[config.mk]
export PLATFORM = sky130hd
export DESIGN_NAME = idli_sqi_fetch_m
export DESIGN_NICKNAME = d
export VERILOG_FILES = /design/src/rtl/idli_sqi_fetch_m.sv
export SDC_FILE = /design/constraint.sdc
export NUM_CORES = 1
export LEC_CHECK = 0
export CAP_MARGIN = 15
export CORE_MARGIN = 1.5
export CORE_UTILIZATION = 55
export CTS_CLUSTER_DIAMETER = 30
export CTS_CLUSTER_SIZE = 14
export DETAILED_ROUTE_END_ITERATION = 7
export MAX_ROUTING_LAYER = met4
export PLACE_DENSITY = 0.84
export SYNTH_ARGS = -nofsm -noshare
export SYNTH_HDL_FRONTEND = slang
export SYNTH_SLANG_ARGS = --single-unit
export TNS_END_PERCENT = 20
[constraint.sdc]
create_clock -name i_sqi_gck -period 4.2 [get_ports i_sqi_gck]
set_clock_uncertainty 0.2 [all_clocks]
set_input_delay 0.84 -clock i_sqi_gck [delete_from_list [all_inputs] [get_ports i_sqi_gck]]
set_output_delay 0.84 -clock i_sqi_gck [all_outputs]
set_load 0.01 [all_outputs]
[src/rtl/idli_sqi_fetch_m.sv]
// SQI instruction fetch: captures a 16-bit address nibble-serially, issues READ 0x03 and streams data nibbles.
// Optional IDLI_SQI_NIBBLE_SWAP_EN: emit each received byte low nibble first.
module idli_sqi_fetch_m (
  input  logic       i_sqi_gck,
  input  logic       i_sqi_rst_n,
  input  logic       i_sqi_req,
  input  logic [3:0] i_sqi_addr,
  input  logic       i_sqi_stop,
  input  logic [3:0] i_sqi_sio,
  output logic [3:0] o_sqi_sio,
  output logic       o_sqi_sio_oe,
  output logic       o_sqi_cs_n,
  output logic [3:0] o_sqi_data,
  output logic       o_sqi_data_vld,
  output logic       o_sqi_busy
);

  typedef enum logic [2:0] {IDLE, CAPT, CMD, ADDR, DUMMY, DATA} st_t;

  st_t         st_q, st_d;
  logic [1:0]  cnt_q, cnt_d;
  logic [15:0] addr_q;
  logic [3:0]  data_q;
  logic        vld_q;
  logic        run;

  assign run = (st_q == DATA) && !i_sqi_stop;

  always_ff @(posedge i_sqi_gck or negedge i_sqi_rst_n) begin
    if (!i_sqi_rst_n) begin
      st_q  <= IDLE;
      cnt_q <= '0;
    end else begin
      st_q  <= st_d;
      cnt_q <= cnt_d;
    end
  end

  always_comb begin
    st_d  = st_q;
    cnt_d = cnt_q + 2'd1;
    case (st_q)
      IDLE: begin
        cnt_d = '0;
        if (i_sqi_req && !i_sqi_stop) st_d = CAPT;
      end
      CAPT:  if (cnt_q == 2'd2) begin st_d = CMD;   cnt_d = '0; end
      CMD:   if (cnt_q == 2'd1) begin st_d = ADDR;  cnt_d = '0; end
      ADDR:  if (cnt_q == 2'd3) begin st_d = DUMMY; cnt_d = '0; end
      DUMMY: if (cnt_q == 2'd1) begin st_d = DATA;  cnt_d = '0; end
      DATA:  cnt_d = '0;
      default: begin st_d = IDLE; cnt_d = '0; end
    endcase
    // stop beats everything, including a req seen in IDLE
    if (i_sqi_stop && st_q != IDLE) begin
      st_d  = IDLE;
      cnt_d = '0;
    end
  end

  always_comb begin
    o_sqi_cs_n   = (st_q == IDLE) || (st_q == CAPT);
    o_sqi_sio_oe = (st_q == CMD) || (st_q == ADDR);
    o_sqi_busy   = (st_q != IDLE);
    o_sqi_sio    = 4'h0;
    if (st_q == CMD)
      o_sqi_sio = {2'b00, cnt_q[0], cnt_q[0]};
    else if (st_q == ADDR)
      case (cnt_q)
        2'd0:    o_sqi_sio = addr_q[15:12];
        2'd1:    o_sqi_sio = addr_q[11:8];
        2'd2:    o_sqi_sio = addr_q[7:4];
        default: o_sqi_sio = addr_q[3:0];
      endcase
  end

  always_ff @(posedge i_sqi_gck or negedge i_sqi_rst_n) begin
    if (!i_sqi_rst_n)
      addr_q <= '0;
    else if (st_q == IDLE && i_sqi_req && !i_sqi_stop)
      addr_q[3:0] <= i_sqi_addr;
    else if (st_q == CAPT)
      case (cnt_q)
        2'd0:    addr_q[7:4]   <= i_sqi_addr;
        2'd1:    addr_q[11:8]  <= i_sqi_addr;
        default: addr_q[15:12] <= i_sqi_addr;
      endcase
  end

`ifdef IDLI_SQI_NIBBLE_SWAP_EN
  logic [3:0] hi_q;
  logic       ph_q;
  logic       byte_rdy_q;

  // ph_q=0 expects a high nibble; the buffered high nibble is emitted on that same edge
  always_ff @(posedge i_sqi_gck or negedge i_sqi_rst_n) begin
    if (!i_sqi_rst_n) begin
      data_q     <= '0;
      vld_q      <= 1'b0;
      hi_q       <= '0;
      ph_q       <= 1'b0;
      byte_rdy_q <= 1'b0;
    end else if (run) begin
      ph_q <= ~ph_q;
      if (!ph_q) begin
        hi_q  <= i_sqi_sio;
        vld_q <= byte_rdy_q;
        if (byte_rdy_q) data_q <= hi_q;
      end else begin
        data_q     <= i_sqi_sio;
        vld_q      <= 1'b1;
        byte_rdy_q <= 1'b1;
      end
    end else begin
      vld_q      <= 1'b0;
      ph_q       <= 1'b0;
      byte_rdy_q <= 1'b0;
    end
  end
`else
  always_ff @(posedge i_sqi_gck or negedge i_sqi_rst_n) begin
    if (!i_sqi_rst_n) begin
      data_q <= '0;
      vld_q  <= 1'b0;
    end else begin
      vld_q <= run;
      if (run) data_q <= i_sqi_sio;
    end
  end
`endif

  assign o_sqi_data     = data_q;
  assign o_sqi_data_vld = vld_q;

endmodule

==> out/qor.yml <==
status: "complete, no violations"
grt_pass1_wl_um: 4500
die_area_mm2: 0.00281
grt.met3_usage: 0.0339
worstPathCellList: "inv_1 > ha_1 > a22o_1 > a211oi_1 > o31ai_1 > clkdlybuf4s50_1"
internal_power_w: 0.000456
h-tree-depth: 1
core_area_mm2: 0.00230
crit_family: "buffers and inverters"
start_util: 0.599
final_hold_viol_count: 0
syn_area_per_cell_um2: 11.9
drive_above_1_share: 0.217
antenna_found_initial: 0
cp_slowest_stage_delay_ns: 0.58
yosysSeqAreaShare: 0.473
start_kind: "flop"
ys.warnings.count: 0
period_share: 0.792
synth_nets: 134
drv_cap: 0
dp.cells: 160
cp.depth: 6
grt_pass1_vias: 995
swShare: 0.230
endpoint_kind: "primary output"
vias: 970
synth.cell_area_mm2: 0.00138
cts_buffers: 3
hold-worst-slack_ns: 0.323
postCtsSetupBuffers: 0
dp_slack_ns: 1.25
seq_power_share: 0.530
p_sw_w: 0.000136
tritoncts: "yes"
fin_crit_ns: 3.32
first_pass_iters: 4
grt.busiest_layer: "met2"
post_cts_resize_count: 0
dp_hpwl_um: 1920
tightest_slew_ns: 0.738
avgRoutedWirePerCell_um: 16.4
timing.rr.start: "cnt_q[0]"
worstSetupStartpoint: "cnt_q[0]"
tns_ns: 0
die_width_um: 53.0
synth-seq-cells: 26
setup_viol: 0
io_buffers: 23
postRouteAntennaNets: 0
drv_slew: 0
min_path_type: "reg2reg"
synthCells: 116
nNetsFinal: 157
clkPwrFrac: 0.290
io_pins: 24
max_slew_margin: 0.501
grt_overflow: 0
fmax_mhz: 301
clockRootBuffer: "clkbuf_4"
r2r_end: "addr_q[7]"
cts_hold_buf: 0
routabilityCongestion: 0.828
use_met2: 0.371
grtUsageTotal: 0.228
clk_path_buf_depth: 2
reg2reg_depth: 5
die_h_um: 53.0
area_growth_pct: 22.5
crit_arrival_ns: 2.28
path_class: "reg2out"
ir_drop_mv: 0.343
crit_end: "o_sqi_sio[1]"
critPathBufInv: 2
clkSinkCount: 26
cp_max_fo: 6
yosysUniqueCellTypes: 30
required_ns: 3.16
grt_max_degree: 27
p_comb_frac: 0.180
std_cell_rows: 17
fillers: 155
clk_pin_slew_ns: 0.16
grtUsageMet1: 0.298
diodes: 0
whs_path_depth: 1
rsz0062_at_grt: "no"
drc: 0
fin_ws_ns: 0.875
slowest_stage: "clkdlybuf4s50_1"
routed_wl_um: 2720
p_per_area_mw_per_mm2: 351
drtIter0Drc: 23
rrSetupSlack_ns: 1.71
stdcell_count: 166
post_drt_via_cell_ratio: 5.84
p_leak_nw: 0.723
clkLatencyLatePin_ns: 0.33
==> through the flow <==
stage / util / instance area (um2) / total power, W
3_3_place_gp: 0.703 / 1610 / 0.000417
6_report: 0.734 / 1690 / 0.000592
5_1_grt: 0.734 / 1690 / 0.000621
3_5_place_dp: 0.703 / 1610 / 0.000425
4_1_cts: 0.725 / 1670 / 0.000594
2_1_floorplan: - / 1380 / 0.000387
==> cells in the mapped netlist <==
library cell,count,area share
nand2_1,5,0.014
a31oi_1,2,0.0091
o2111ai_1,1,0.0064
o31ai_1,3,0.016
or3_4,2,0.016
inv_1,5,0.014
and3b_1,1,0.0064
nand3_1,2,0.0073
buf_2,1,0.0036
a22o_1,2,0.013
dfrtp_1,26,0.47
ha_1,6,0.055
mux4_1,1,0.019
clkbuf_1,6,0.016
nor3_1,1,0.0036
a21oi_1,4,0.015
o21a_1,2,0.011
nor4bb_1,2,0.015
a222oi_1,2,0.015
nor3b_1,1,0.0055
or3_1,1,0.0045
nor2_1,6,0.016
or4_1,1,0.0055
nor3b_2,1,0.0091
mux2_2,17,0.14
nand2b_1,2,0.0091
nor2b_1,5,0.023
o21ai_0,2,0.0073
a211oi_1,2,0.011
mux2_4,4,0.044
==> registers in the layout (all words and copies together), names as in the netlist <==
signal          flops
o_sqi_data_vld      1
cnt_q               2
o_sqi_data          4
st_q                3
addr_q             16
==> cell type report <==
type                    count  area (um2)  share of cell area
multi-input cells          78         679               0.403
flip-flops and latches     26         651               0.386
repair buffers             25         250               0.148
well taps                  28        35.0              0.0208
clock inverters             1        30.0              0.0178
clock buffers               3        22.5              0.0134
inverters                   5        18.8              0.0111
==> cell usage in the layout, fill, tap and decap left out <==
cell type and count:
nor3_1 1, nor4bb_1 2, dfrtp_1 26, a22o_1 2, nand2b_1 2, or3_1 1, nor3b_1 1, a222oi_1 2
o21ai_0 2, clkdlybuf4s50_1 23, o2111ai_1 1, mux2_4 4, o21a_1 2, a21oi_1 4, nand3_1 2, ha_1 6
a31oi_1 2, nor2b_1 5, inv_1 5, o31ai_1 3, or3_4 2, bufinv_16 1, or4_1 1, mux2_2 17
nor2_1 6, buf_8 1, clkbuf_2 1, clkbuf_4 3, nand2_1 5, and3b_1 1, a211oi_1 2, mux4_1 1
nor3b_2 1
==> worst register-to-register path, cell delays in order, from the launching register on <==
cell and delay [ns]:
dfrtp_1 0.46, inv_1 0.14, ha_1 0.29, nor4bb_1 0.70
clkbuf_2 0.28, mux2_2 0.34
==> kinds of logic after synthesis <==
group	after synthesis	share of synthesized area
compound gates	20	0.103
fa+ha+maj	6	0.0545
buf+inv	12	0.0336
flops	26	0.473
mux	22	0.202
simple gates	30	0.135
==> worst min path at each step <==
stage | slack (ns) | to | start
5_1_grt | 0.35 | addr_q[13] | addr_q[13]
3_5_place_dp | 0.29 | addr_q[3] | addr_q[3]
3_3_place_gp | 0.29 | addr_q[15] | addr_q[15]
6_report | 0.32 | o_sqi_data[0] | o_sqi_data[0]
4_1_cts | 0.33 | addr_q[14] | addr_q[14]
2_1_floorplan | 0.28 | addr_q[14] | addr_q[14]
==> routing by layer <==
metal	vias to the layer above	part of all wire
met5	-	0
met4	0	0.011
met3	2	0.047
met2	21	0.49
met1	484	0.46
li1	463	-
==> power by group through the flow <==
stage / clock network [W] / registers [W] / logic, W
6_report: 0.000172 / 0.000313 / 0.000107
5_1_grt: 0.000186 / 0.000319 / 0.000116
4_1_cts: 0.000175 / 0.000313 / 0.000106
3_5_place_dp: 0 / 0.000319 / 0.000106
3_3_place_gp: 0 / 0.000316 / 0.000101
2_1_floorplan: 0 / 0.000311 / 0.0000764
No activity file was read; power rests on OpenSTA's default activity.
